**src/rtl/swervolf_uart_pkg.sv**
```systemverilog
// Shared types and constants for the SweRVolf UART receiver.
package swervolf_uart_pkg;

  localparam int DATA_BITS = 8;
  localparam int CNT_W     = 16;

  typedef enum logic [2:0] {
    IDLE,
    START,
    DATA,
    PARITY,
    STOP,
    WAIT_IDLE
  } rx_state_e;

endpackage

```
**src/rtl/swervolf_uart_rx_fifo.sv**
```systemverilog
// Receive FIFO: extra pointer MSB separates full from empty; head is shown combinationally.
module swervolf_uart_rx_fifo #(
  parameter int FIFO_DEPTH = 4,
  parameter int WIDTH      = 8
) (
  input  logic             clk,
  input  logic             rstn,
  input  logic             i_push,
  input  logic [WIDTH-1:0] i_wdata,
  output logic             o_full,
  input  logic             i_pop,
  output logic             o_empty,
  output logic [WIDTH-1:0] o_rdata
);

  localparam int AW = $clog2(FIFO_DEPTH);

  logic [AW:0]      r_wr_ptr;
  logic [AW:0]      r_rd_ptr;
  logic [WIDTH-1:0] r_mem [FIFO_DEPTH];
  logic             w_do_pop;
  logic             w_do_push;

  assign o_empty = (r_wr_ptr == r_rd_ptr);
  assign o_full  = (r_wr_ptr[AW] != r_rd_ptr[AW]) &&
                   (r_wr_ptr[AW-1:0] == r_rd_ptr[AW-1:0]);

  // A pop in the same cycle frees the slot a push into a full FIFO needs.
  assign w_do_pop  = i_pop && !o_empty;
  assign w_do_push = i_push && (!o_full || w_do_pop);

  assign o_rdata = o_empty ? '0 : r_mem[r_rd_ptr[AW-1:0]];

  always_ff @(posedge clk or negedge rstn) begin
    if (!rstn) begin
      r_wr_ptr <= '0;
      r_rd_ptr <= '0;
    end else begin
      if (w_do_push) r_wr_ptr <= r_wr_ptr + 1'b1;
      if (w_do_pop)  r_rd_ptr <= r_rd_ptr + 1'b1;
    end
  end

  // NOTE: storage has no reset; entries are only observable after being written.
  always_ff @(posedge clk) begin
    if (w_do_push) r_mem[r_wr_ptr[AW-1:0]] <= i_wdata;
  end

endmodule

```
**src/rtl/swervolf_uart_rx.sv**
```systemverilog
// 8N1 UART receiver with framing check and output FIFO.
// Define SWERVOLF_UART_RX_PARITY_EN for 8E1 framing with parity checking.
module swervolf_uart_rx
  import swervolf_uart_pkg::*;
#(
  parameter int CLKS_PER_BIT = 868,
  parameter int FIFO_DEPTH   = 4
) (
  input  logic       clk,
  input  logic       rstn,
  input  logic       i_serial,
  output logic [7:0] o_data,
  output logic       o_valid,
  input  logic       i_ready,
  output logic       o_frame_err,
  output logic       o_overflow,
  input  logic       i_clr_ovf,
  output logic       o_busy
);

  localparam logic [CNT_W-1:0] FULL_CNT = CNT_W'(CLKS_PER_BIT - 1);
  localparam logic [CNT_W-1:0] HALF_CNT = CNT_W'(CLKS_PER_BIT / 2);
  localparam int               IDX_W    = $clog2(DATA_BITS);
  localparam logic [IDX_W-1:0] LAST_IDX = IDX_W'(DATA_BITS - 1);

  rx_state_e              r_state;
  logic [CNT_W-1:0]       r_cnt;
  logic [IDX_W-1:0]       r_idx;
  logic [DATA_BITS-1:0]   r_shift;
  logic                   r_par_bad;
  logic                   r_frame_err;
  logic                   r_overflow;
  logic                   r_sync1;
  logic                   r_sync2;
  logic                   w_rx_s;
  logic                   w_push;
  logic                   w_pop;
  logic                   w_full;
  logic                   w_empty;

  // NOTE: sequential state uses non-blocking assignments so every flop samples pre-edge values.
  always_ff @(posedge clk or negedge rstn) begin
    if (!rstn) begin
      r_sync1 <= 1'b1;
      r_sync2 <= 1'b1;
    end else begin
      r_sync1 <= i_serial;
      r_sync2 <= r_sync1;
    end
  end

  assign w_rx_s = r_sync2;

  always_ff @(posedge clk or negedge rstn) begin
    if (!rstn) begin
      r_state     <= IDLE;
      r_cnt       <= '0;
      r_idx       <= '0;
      r_shift     <= '0;
      r_par_bad   <= 1'b0;
      r_frame_err <= 1'b0;
    end else begin
      r_frame_err <= 1'b0;
      case (r_state)
        IDLE: begin
          if (!w_rx_s) begin
            r_cnt   <= FULL_CNT;
            r_state <= START;
          end
        end
        START: begin
          if (r_cnt == HALF_CNT) begin
            if (w_rx_s) begin
              r_state <= IDLE;
            end else begin
              r_cnt     <= FULL_CNT;
              r_idx     <= '0;
              r_par_bad <= 1'b0;
              r_state   <= DATA;
            end
          end else begin
            r_cnt <= r_cnt - 1'b1;
          end
        end
        DATA: begin
          if (r_cnt == '0) begin
            r_shift[r_idx] <= w_rx_s;
            r_cnt          <= FULL_CNT;
            if (r_idx == LAST_IDX) begin
`ifdef SWERVOLF_UART_RX_PARITY_EN
              r_state <= PARITY;
`else
              r_state <= STOP;
`endif
            end else begin
              r_idx <= r_idx + 1'b1;
            end
          end else begin
            r_cnt <= r_cnt - 1'b1;
          end
        end
`ifdef SWERVOLF_UART_RX_PARITY_EN
        PARITY: begin
          if (r_cnt == '0) begin
            r_cnt   <= FULL_CNT;
            r_state <= STOP;
            if ((^r_shift) ^ w_rx_s) begin
              r_frame_err <= 1'b1;
              r_par_bad   <= 1'b1;
            end
          end else begin
            r_cnt <= r_cnt - 1'b1;
          end
        end
`endif
        STOP: begin
          // Sampling mid-stop leaves half a bit to catch an immediately following start bit.
          if (r_cnt == '0) begin
            if (w_rx_s) begin
              r_state <= IDLE;
            end else begin
              r_frame_err <= 1'b1;
              r_state     <= WAIT_IDLE;
            end
          end else begin
            r_cnt <= r_cnt - 1'b1;
          end
        end
        WAIT_IDLE: begin
          if (w_rx_s) r_state <= IDLE;
        end
        default: r_state <= IDLE;
      endcase
    end
  end

  assign w_push = (r_state == STOP) && (r_cnt == '0) && w_rx_s && !r_par_bad;
  assign w_pop  = o_valid && i_ready;

  always_ff @(posedge clk or negedge rstn) begin
    if (!rstn) begin
      r_overflow <= 1'b0;
    end else if (w_push && w_full && !w_pop) begin
      r_overflow <= 1'b1;
    end else if (i_clr_ovf) begin
      r_overflow <= 1'b0;
    end
  end

  swervolf_uart_rx_fifo #(
    .FIFO_DEPTH (FIFO_DEPTH),
    .WIDTH      (DATA_BITS)
  ) u_fifo (
    .clk     (clk),
    .rstn    (rstn),
    .i_push  (w_push),
    .i_wdata (r_shift),
    .o_full  (w_full),
    .i_pop   (w_pop),
    .o_empty (w_empty),
    .o_rdata (o_data)
  );

  assign o_valid     = !w_empty;
  assign o_frame_err = r_frame_err;
  assign o_overflow  = r_overflow;
  assign o_busy      = (r_state != IDLE);

endmodule

```
**config.mk**
```make
export PLATFORM = sky130hd
export DESIGN_NAME = swervolf_uart_rx
export DESIGN_NICKNAME = d
export VERILOG_FILES = /design/src/rtl/swervolf_uart_pkg.sv /design/src/rtl/swervolf_uart_rx_fifo.sv /design/src/rtl/swervolf_uart_rx.sv
export SDC_FILE = /design/constraint.sdc
export NUM_CORES = 1
export LEC_CHECK = 0
export CORE_UTILIZATION = 62
export DETAILED_ROUTE_END_ITERATION = 6
export GPL_TIMING_DRIVEN = 0
export PLACE_DENSITY_LB_ADDON = 0.1
export SLEW_MARGIN = 20
export SYNTH_ARGS = -nofsm -noshare
export SYNTH_HDL_FRONTEND = slang
export SYNTH_SLANG_ARGS = --single-unit
```
**constraint.sdc**
```tcl
create_clock -name clk -period 4.8 [get_ports clk]
set_input_delay 0.72 -clock clk [delete_from_list [all_inputs] [get_ports clk]]
set_output_delay 0.72 -clock clk [all_outputs]
set_load 0.02 [all_outputs]
```
Yosys cells after proc, flatten, opt, wreduce, memory -nomap -nowiden. Memory sizes are Yosys's and may differ from the RTL's. Index checks and enable logic that the tools add are counted.

Memories: 1. Bits in writable memories: 32. Output and inout port bits: 12. Input bits: 5. Register bits: 40. Logic and storage cells: 88.

Muxes and demuxes: 30. Reduce and logical (&&, ||, !) cells: 23. $lt $le $gt $ge: 2. Add/subtract/negate cells: 4. Eq/ne operators: 18.

Memories: u_fifo.r_mem (words 4, bits a word 8, rd ports 1, clocked after memory_dff 0, wr ports 1, line swervolf_uart_rx_fifo.sv:20) `logic [WIDTH-1:0] r_mem [FIFO_DEPTH];`.

Operator list (count): $mux 16 (4); $pmux 16 s4 (1); $mux 3 (11); $ne 2x2->1 const B (9); $eq 16x9->1 const B (1); $logic_not 16->1 (1); $sub 16x1->16 const B (1); $pmux 3 s5 (1); $add 3x1->3 const B (3); $eq 3x3->1 const B (3); $logic_and 1x1->1 (9); $bwmux 8 (1); $mux 1 (8); $mux 8 (1); $pmux 3 s2 (1); $reduce_and 6->1 (1); $reduce_and 5->1 (1); $lt 3x4->1 const B (1); $reduce_and 2->1 (2); $reduce_bool 2->1 (2); $reduce_bool 4->1 (1); $demux 1 s3 (1); $eq 3x1->1 const B (1); $eq 3x2->1 const B (1); other kinds (9) (11).

Depth between registers and ports, before layout. Gate-level depths: netlist of run 1.

Depth in word-level cells: 8. Mapped depth: 8.

By module. Synthesis of run 1 repeated with hierarchy kept, for this count alone.

Cells, all modules: 281. Area, all modules: 3676.0 µm².

By module, submodules not included: swervolf_uart_rx (cells each 196, instances 1, area each 1991.9 µm²); swervolf_uart_rx_fifo (cells each 85, instances 1, area each 1684.1 µm²).

Least setup slack after synthesis of run 1. Ideal clock, no wire load.

Path kind: reg2out. Start: reg u_fifo.r_rd_ptr[0]. End: out o_data[0]. Buffers on the path: 2. Path slack: 2597 ps. Cell stages (with the launch flop): 7. Arrival: 1483 ps. Cell sequence: dfrtp_1 buf_4 xor2_1 nor2_1 nand2_1 clkbuf_1 and2_1.

Word-level cells in the longest chain between the ends: 2.

RTL lines: start, declared (line swervolf_uart_rx_fifo.sv:19) `logic [AW:0] r_rd_ptr;`; start signal, assigned (line swervolf_uart_rx_fifo.sv:40) `if (w_do_pop) r_rd_ptr <= r_rd_ptr + 1'b1;`; $mem_v2 4x8 or $eq 3x3->1 (tied branches); $mux 8 (*) (line swervolf_uart_rx_fifo.sv:32) `assign o_rdata = o_empty ? '0 : r_mem[r_rd_ptr[AW-1:0]];`; end, declared (line swervolf_uart_rx.sv:12) `output logic [7:0] o_data,`.

Every way passes the cells marked *; elsewhere a longest branch is shown, timed or not.

Final worst setup path of run 1.
Start: reg u_fifo.r_rd_ptr[1]. End: out o_data[7].

Same word-level chain as after synthesis.

==> qor_table.md, run 1 <==
| Item | Value | Unit |
|:---|:---|:---|
| Kind of critical path | reg -> out | - |
| Pin slew with the least headroom to its limit | 743.1 | ps |
| Total of max-cap violations | 0 | - |
| Delay of the slowest cell on the worst path | 610 | ps |
| Total wirelength of the detailed-routed design | 7176 | um |
| Buffers from clock root to sink, at most | 2 | - |
| Cells along the critical path | buf_2 > xor2_1 > nor2_1 > nand2_1 > clkbuf_1 > and2_1 > clkdlybuf4s50_1 | - |
| Leakage dissipation | 0.001752 | uW |
| Worst Hold Class | in -> async | - |
| Final instance area | 4100 | um^2 |
| Hold bufs inserted after CTS | 0 | - |
| Arrival time at the worst endpoint | 2470 | ps |
| Gate Count Post-Synth | 286 | - |
| Async set or reset register ratio after synthesis | 55.56 | % |
| FP Rows | 27 | - |
| Syn Area/Cell | 12.62 | um^2 |
| GR Util met3 | 5.698 | % |
| Critical path launch point type | register | - |
| Clock transition at the register clock pins on the worst setup and hold paths after CTS | 90 | ps |
| Remaining global-route overflow | 0 | - |
| Crit path buffers/inverters | 3 | - |
| Status | completed | - |
| Buffers inserted during post-CTS setup optimization | 0 | - |
| Via count of the routed design | 2398 | - |
| Endpoints failing setup | 0 | - |
| Total CTS buffers | 9 | - |
| Worst EP required | 4080 | ps |
| Inserted Diodes | 0 | - |
| Yosys warning count | 0 | - |
| Total power density per cell area | 334.3 | nW/um^2 |
| H-Tree Depth | 3 | - |
| Biggest fanout along the worst timing path | 10 | - |
| Number of iterations in the first detailed-routing pass | 4 | - |
| Area used by multi-input combinational logic | 1500 | um^2 |
| Time the worst path needs with I/O delays and setup | 3187 | ps |
| Number of remaining DRC errors | 0 | - |
| Most used flip-flop cell after synthesis | dfrtp_1 | - |
| HPWL after detailed placement | 4769 | um |
| Total standard cell area after synthesis | 3608 | um^2 |
| Area added between synthesis and finish | 13.63 | % |
| Final weighted congestion of routability-driven global placement | 0.8901 | - |
| Met2 Resource Use GR | 45.44 | % |
| Horiz. Die Dim | 78.29 | um |
| Unique masters post-synth | 57 | - |
| Share of layout cells above drive strength 1 | 18.18 | % |
| Relative slew margins | 50.08 | % |
| Maximum clock skew at final layout | 14.84 | ps |
| Routed vias/inst | 6.133 | - |
| Startpoint of the lowest-slack register-to-register path | r_cnt[9] | - |
| Fillers | 400 | - |
| Number of nets in the synthesized netlist | 301 | - |
| Unrepaired setup endpoints after global routing | no | - |
| Top cell family by delay on the critical path | buffers and inverters | - |
| Yosys reg bits | 72 | - |
| Flop-to-flop setup slack | 2370 | ps |
| Maximum vdd drop | 274.7 | uV |
| Number of antenna violations at the first check in global routing | 1 | - |
| Number of routed nets with antenna violations | 0 | - |
| Final hold violation count | 0 | - |
| Placed inst area | 3881 | um^2 |
| Cell chosen for the clock root | clkbuf_8 | - |
| Die Footprint | 6129 | um^2 |
| Depth of the most critical reg-to-reg path | 4 | - |
| Top-level port count | 17 | - |
| Critical-path top delay cell | clkdlybuf4s50_1 | - |
| Yosys top cell by area | edfxtp_1 | - |
| Fraction of synthesized cell area taken by the top area cell type | 26.63 | % |
| Floorplan die height | 78.29 | um |
| Total of cells resized after clock tree synthesis | 0 | - |
| GRT Max-Usage Layer | met2 | - |
| Count of flip-flops with a built-in enable after synthesis | 32 | - |
| Maximum number of pins on one net before global-route repair | 23 | - |
| Count of buffers from port buffering | 16 | - |
| Synth area leaders | edfxtp_1, dfrtp_1, mux4_2, ha_1, mux2_2 | - |
| Iteration-0 DRC count of the detailed router | 143 | - |
| Tcrit/Tclk final | 66.40 | % |
| Area occupied by registers | 1964 | um^2 |
| Number of placed instances, taps included | 375 | - |
| Setup total negative slack | 0 | ps |
| Average wire per standard cell | 18.35 | um |
| Starting density of the core | 64.74 | % |
| Met1 Track Usage GR | 34.59 | % |
| Number of non-filler instances in the completed layout | 391 | - |
| Sequential cell area fraction in the yosys report | 54.44 | % |
| Clock insertion delay at the later pin of the skew report | 360 | ps |
| Fmax achieved | 313.8 | MHz |
| Final nets | 329 | - |
| Worst R2R End | u_fifo.r_mem[3][3] | - |
| Final Hold Slack | 317.2 | ps |
| Wire length of the first global-routing pass | 12150 | um |
| Vias in the first global route | 2410 | - |
| Number of sinks handled by clock tree synthesis | 72 | - |
| Critical Path End Type | output port | - |
| Total Power Consumption | 1371 | uW |
| Std-Cell Core Area | 5574 | um^2 |
| Total GRT Usage | 27.03 | % |
| Total count of max-transition violations in the final report | 0 | - |
| Clock tree from TritonCTS | yes | - |
==> cell families (layout without fill, tap and decap cells) <==
group	Yosys count	in the layout	synth area share, %
xor+xnor	8	8	1.942
mux	20	20	8.669
buf+inv	32	65	3.988
fa+ha+maj	11	11	3.745
simple gates	89	89	16.89
compound gates	54	54	10.33
flops	72	72	54.44
==> per-stage QoR <==
step           utilization (%)  worst slack, ps
6_report                 73.56             1613
5_1_grt                  73.56             1432
4_1_cts                  73.56             1543
3_5_place_dp             69.63             1966
3_3_place_gp             69.23             2028
2_1_floorplan                -             2597
==> state kept, by name (all words and copies together) (netlist names) <==
| register | count |
|---|---|
| u_fifo.r_wr_ptr | 3 |
| u_fifo.r_mem | 32 |
| o_overflow | 1 |
| u_fifo.r_rd_ptr | 3 |
| r_shift | 8 |
| r_sync1 | 1 |
| r_sync2 | 1 |
| r_state | 3 |
| r_idx | 3 |
| r_cnt | 16 |
| o_frame_err | 1 |
==> layout by cell type, fill, tap and decap left out, drive strengths merged, types with 3 or more instances in the layout <==
cell            n
a21o            3
a21oi           6
a2bb2oi         5
and2           12
and3            4
buf             9
clkbuf         14
clkdlybuf4s50  15
clkinv          3
dfrtp          38
edfxtp         32
ha             10
inv            21
mux2           10
mux4            8
nand2           8
nand2b          4
nand3          11
nand4b          6
nor2           14
nor3            9
nor4            5
o211ai          4
o21ai          12
o22ai           7
or3b            3
xnor2           5
xor2            3
==> synthesized netlist by cell type (2+ instances only) <==
cell	instances
o21ai_0	12
o211ai_1	4
xnor2_1	5
buf_6	2
nor3b_1	2
dfrtp_1	38
ha_1	10
buf_2	4
nand2_1	8
inv_1	20
mux2i_1	2
a21oi_1	6
nor2b_1	2
nor3_4	5
nor3_1	4
o32ai_1	2
o311ai_0	2
edfxtp_1	32
or3b_1	2
or2_2	2
nand3_1	10
nand2b_1	4
mux2_2	10
mux4_2	8
xor2_1	3
nand4b_1	5
o31a_1	2
a21o_1	3
nor2_1	13
a31oi_1	2
and2_1	12
and3_1	4
nor4_1	4
o2111ai_1	2
o221ai_1	2
o41ai_1	2
clkbuf_1	5
a2bb2oi_1	5
o22ai_1	7
dfstp_2	2
==> worst register-to-register path, cell delays in order (launching register included) <==
cell and delay, ps:
dfrtp_1 450, nor3_4 400, nand3_4 190, nor4_2 510, and2_1 520
==> how the worst max path moves through the flow <==
stage | from | to | slack (ps) | cells past startpoint
after detailed placement | u_fifo.r_rd_ptr[1] | o_data[3] | 1970 | 7
after global placement | rstn | r_shift[1] | 2030 | 1
after floorplan | u_fifo.r_rd_ptr[0] | o_data[0] | 2600 | 6
after global routing | u_fifo.r_rd_ptr[1] | o_data[7] | 1430 | 7
after CTS | u_fifo.r_rd_ptr[1] | o_data[7] | 1540 | 7
final | u_fifo.r_rd_ptr[1] | o_data[7] | 1610 | 7
==> layer usage <==
metal	up-vias	part of all wire, %
li1	1132	-
met1	1168	42
met2	79	51
met3	17	4.9
met4	2	2.0
met5	-	0.22
==> final cells by class <==
| cell class | count | share of cell area [%] |
|---|---|---|
| plain buffers | 12 | 1.678 |
| clock buffers | 9 | 3.021 |
| flip-flops and latches | 72 | 47.91 |
| well taps | 72 | 2.197 |
| repair buffers | 17 | 4.455 |
| inverters | 20 | 1.831 |
| clock inverters | 7 | 2.319 |
| multi-input cells | 182 | 36.59 |
==> where the power goes <==
group          switching, uW  internal [uW]
logic                   88.8           73.2
registers               9.65            655
clock network            250            294
total                    349           1020
Note: power is estimated with default switching activity, not from simulation.
==> run 2, diff against run 1 <==
--- a/config.mk
+++ b/config.mk
@@ -5,7 +5,7 @@
 export SDC_FILE = /design/constraint.sdc
 export NUM_CORES = 1
 export LEC_CHECK = 0
-export CORE_UTILIZATION = 62
+export CORE_UTILIZATION = 54
 export DETAILED_ROUTE_END_ITERATION = 6
 export GPL_TIMING_DRIVEN = 0
 export PLACE_DENSITY_LB_ADDON = 0.1
==> constraint.sdc (replaced) <==
create_clock -name clk -period 2.7 [get_ports clk]
set_input_delay 0.405 -clock clk [delete_from_list [all_inputs] [get_ports clk]]
set_output_delay 0.405 -clock clk [all_outputs]
set_load 0.02 [all_outputs]
==> qor_table.md, run 2 (synthesis gave the netlist of run 1 again) <==
| Item | Value | Unit |
|:---|:---|:---|
| Status | finished with violations | - |
| Violated checks | hold timing | - |
| Clock insertion delay at the later pin of the skew report | 350 | ps |
| Worst-case setup slack after placement | 184.7 | ps |
| Number of sinks handled by clock tree synthesis | 72 | - |
| Count of buffers from port buffering | 16 | - |
| Leading cell types in the layout, fill and taps excluded | dfrtp_1, edfxtp_1, inv_1 | - |
| Biggest fanout along the worst timing path | 10 | - |
| Pin slew with the least headroom to its limit | 652.1 | ps |
| Final worst-path setup slack | 157.3 | ps |
| Number of iterations in the first detailed-routing pass | 4 | - |
| Vias in the first global route | 2250 | - |
| Top-level port count | 17 | - |
| Total count of max-transition violations in the final report | 0 | - |
| Routed vias/inst | 5.848 | - |
| Maximum number of pins on one net before global-route repair | 24 | - |
| Floorplan die height | 83.75 | um |
| Buffers from clock root to sink, at most | 2 | - |
| Iteration-0 DRC count of the detailed router | 111 | - |
| Via count of the routed design | 2310 | - |
| Depth of the most critical reg-to-reg path | 4 | - |
| H-Tree Depth | 3 | - |
| Maximum vdd drop | 458.3 | uV |
| Time the worst path needs with I/O delays and setup | 2543 | ps |
| Final hold violation count | 3 | - |
| Total Power Consumption | 2321 | uW |
| Share of layout cells above drive strength 1 | 18.24 | % |
| Starting density of the core | 56.50 | % |
| Std-Cell Core Area | 6386 | um^2 |
| Worst Hold Class | in -> async | - |
| Leading cell type in the layout, fill and taps excluded | dfrtp_1 | - |
| Average wire per standard cell | 16.55 | um |
| Number of antenna violations at the first check in global routing | 0 | - |
| Cell chosen for the clock root | clkbuf_8 | - |
| Total CTS buffers | 9 | - |
| Remaining global-route overflow | 0 | - |
| Startpoint of the lowest-slack register-to-register path | r_cnt[9] | - |
| Final instance area | 4084 | um^2 |
| Worst EP required | 2300 | ps |
| HPWL after detailed placement | 4590 | um |
| Relative slew margins | 56.19 | % |
| Die Footprint | 7013 | um^2 |
| Clock transition at the register clock pins on the worst setup and hold paths after CTS | 80 | ps |
| Total power density per cell area | 568.2 | nW/um^2 |
| Flop-to-flop setup slack | 260 | ps |
| Wire length of the first global-routing pass | 11050 | um |
| Critical path launch point type | register | - |
| Leakage dissipation | 0.001735 | uW |
| Tcrit/Tclk final | 94.17 | % |
| Setup total negative slack | 0 | ps |
| FP Rows | 29 | - |
| Maximum clock skew at final layout | 8.081 | ps |
| Final nets | 328 | - |
| Total GRT Usage | 20.69 | % |
| Area added between synthesis and finish | 13.18 | % |
| Number of routed nets with antenna violations | 0 | - |
| Unrepaired setup endpoints after global routing | no | - |
| Worst R2R End | u_fifo.r_mem[3][0] | - |
| Kind of critical path | reg -> out | - |
| Number of remaining DRC errors | 0 | - |
| Fmax achieved | 393.3 | MHz |
| Endpoints failing setup | 0 | - |
| Inserted Diodes | 0 | - |
| Clock tree from TritonCTS | yes | - |
| Critical Path End Type | output port | - |
| Fillers | 502 | - |
| Flip-flop count of the largest register, all copies and words added | 32 | - |
| Total wirelength of the detailed-routed design | 6536 | um |
| Final Hold Slack | -1.246 | ps |
| Placed inst area | 3887 | um^2 |
| Area used by multi-input combinational logic | 1503 | um^2 |
| Horiz. Die Dim | 83.75 | um |
| Arrival time at the worst endpoint | 2140 | ps |
| Final weighted congestion of routability-driven global placement | 0.8753 | - |
| Area occupied by registers | 1964 | um^2 |
| Total of max-cap violations | 0 | - |
run 2: cell count changes in the layout (fill, tap and decap cells not counted), sizes merged:
cell,change
buf,-1
clkinvlp,+1
bufinv,-1
run 2: worst max-delay path by stage:
stage	startpoint	end	slack, ps	cells past startpoint
after detailed placement	u_fifo.r_rd_ptr[1]	o_data[3]	180	7
after global placement	rstn	r_shift[3]	220	1
final	u_fifo.r_rd_ptr[0]	o_data[6]	160	4
after floorplan	r_cnt[0]	u_fifo.r_mem[3][0]	680	5
after global routing	u_fifo.r_rd_ptr[1]	o_data[3]	10	6
after CTS	u_fifo.r_rd_ptr[1]	o_data[3]	90	6
run 2: worst max-delay path, stage by stage, from the launching register on:
cell and delay (ps):
dfrtp_1 350, buf_4 240, mux4_2 520, and2_1 160, clkdlybuf4s50_1 530
run 2: through the flow:
stage          util (%)  cells
2_1_floorplan         -    286
3_3_place_gp      60.52    379
4_1_cts           63.91    395
6_report          63.95    395
5_1_grt           63.95    395
3_5_place_dp      60.87    380
run 2: cell type report:
class                      count  area share (%)
multi-input combinational    182           36.80
clock buffer                   9           3.033
timing repair buffer          17           4.473
clock inverter                 7           1.746
buffer                        11           1.654
sequential                    72           48.10
inverter                      20           1.838
tap                           77           2.359
run 2: what timing repair did:
item                       4_1_cts  5_1_grt
buffers inserted                 0        0
hold buffers                     0        0
gates resized for setup          1        1
setup endpoints to repair        9        8
run 2: power by group:
group / switching [uW] / internal [uW]
combinational: 159 / 132
clock: 421 / 426
sequential: 16.6 / 1160
total: 597 / 1720
run 2: routing by layer:
metal	share of wire, %	track usage [%]
met2	51	34.81
met4	1.4	7.704
met1	44	26.18
met3	3.9	4.748
met5	0	0
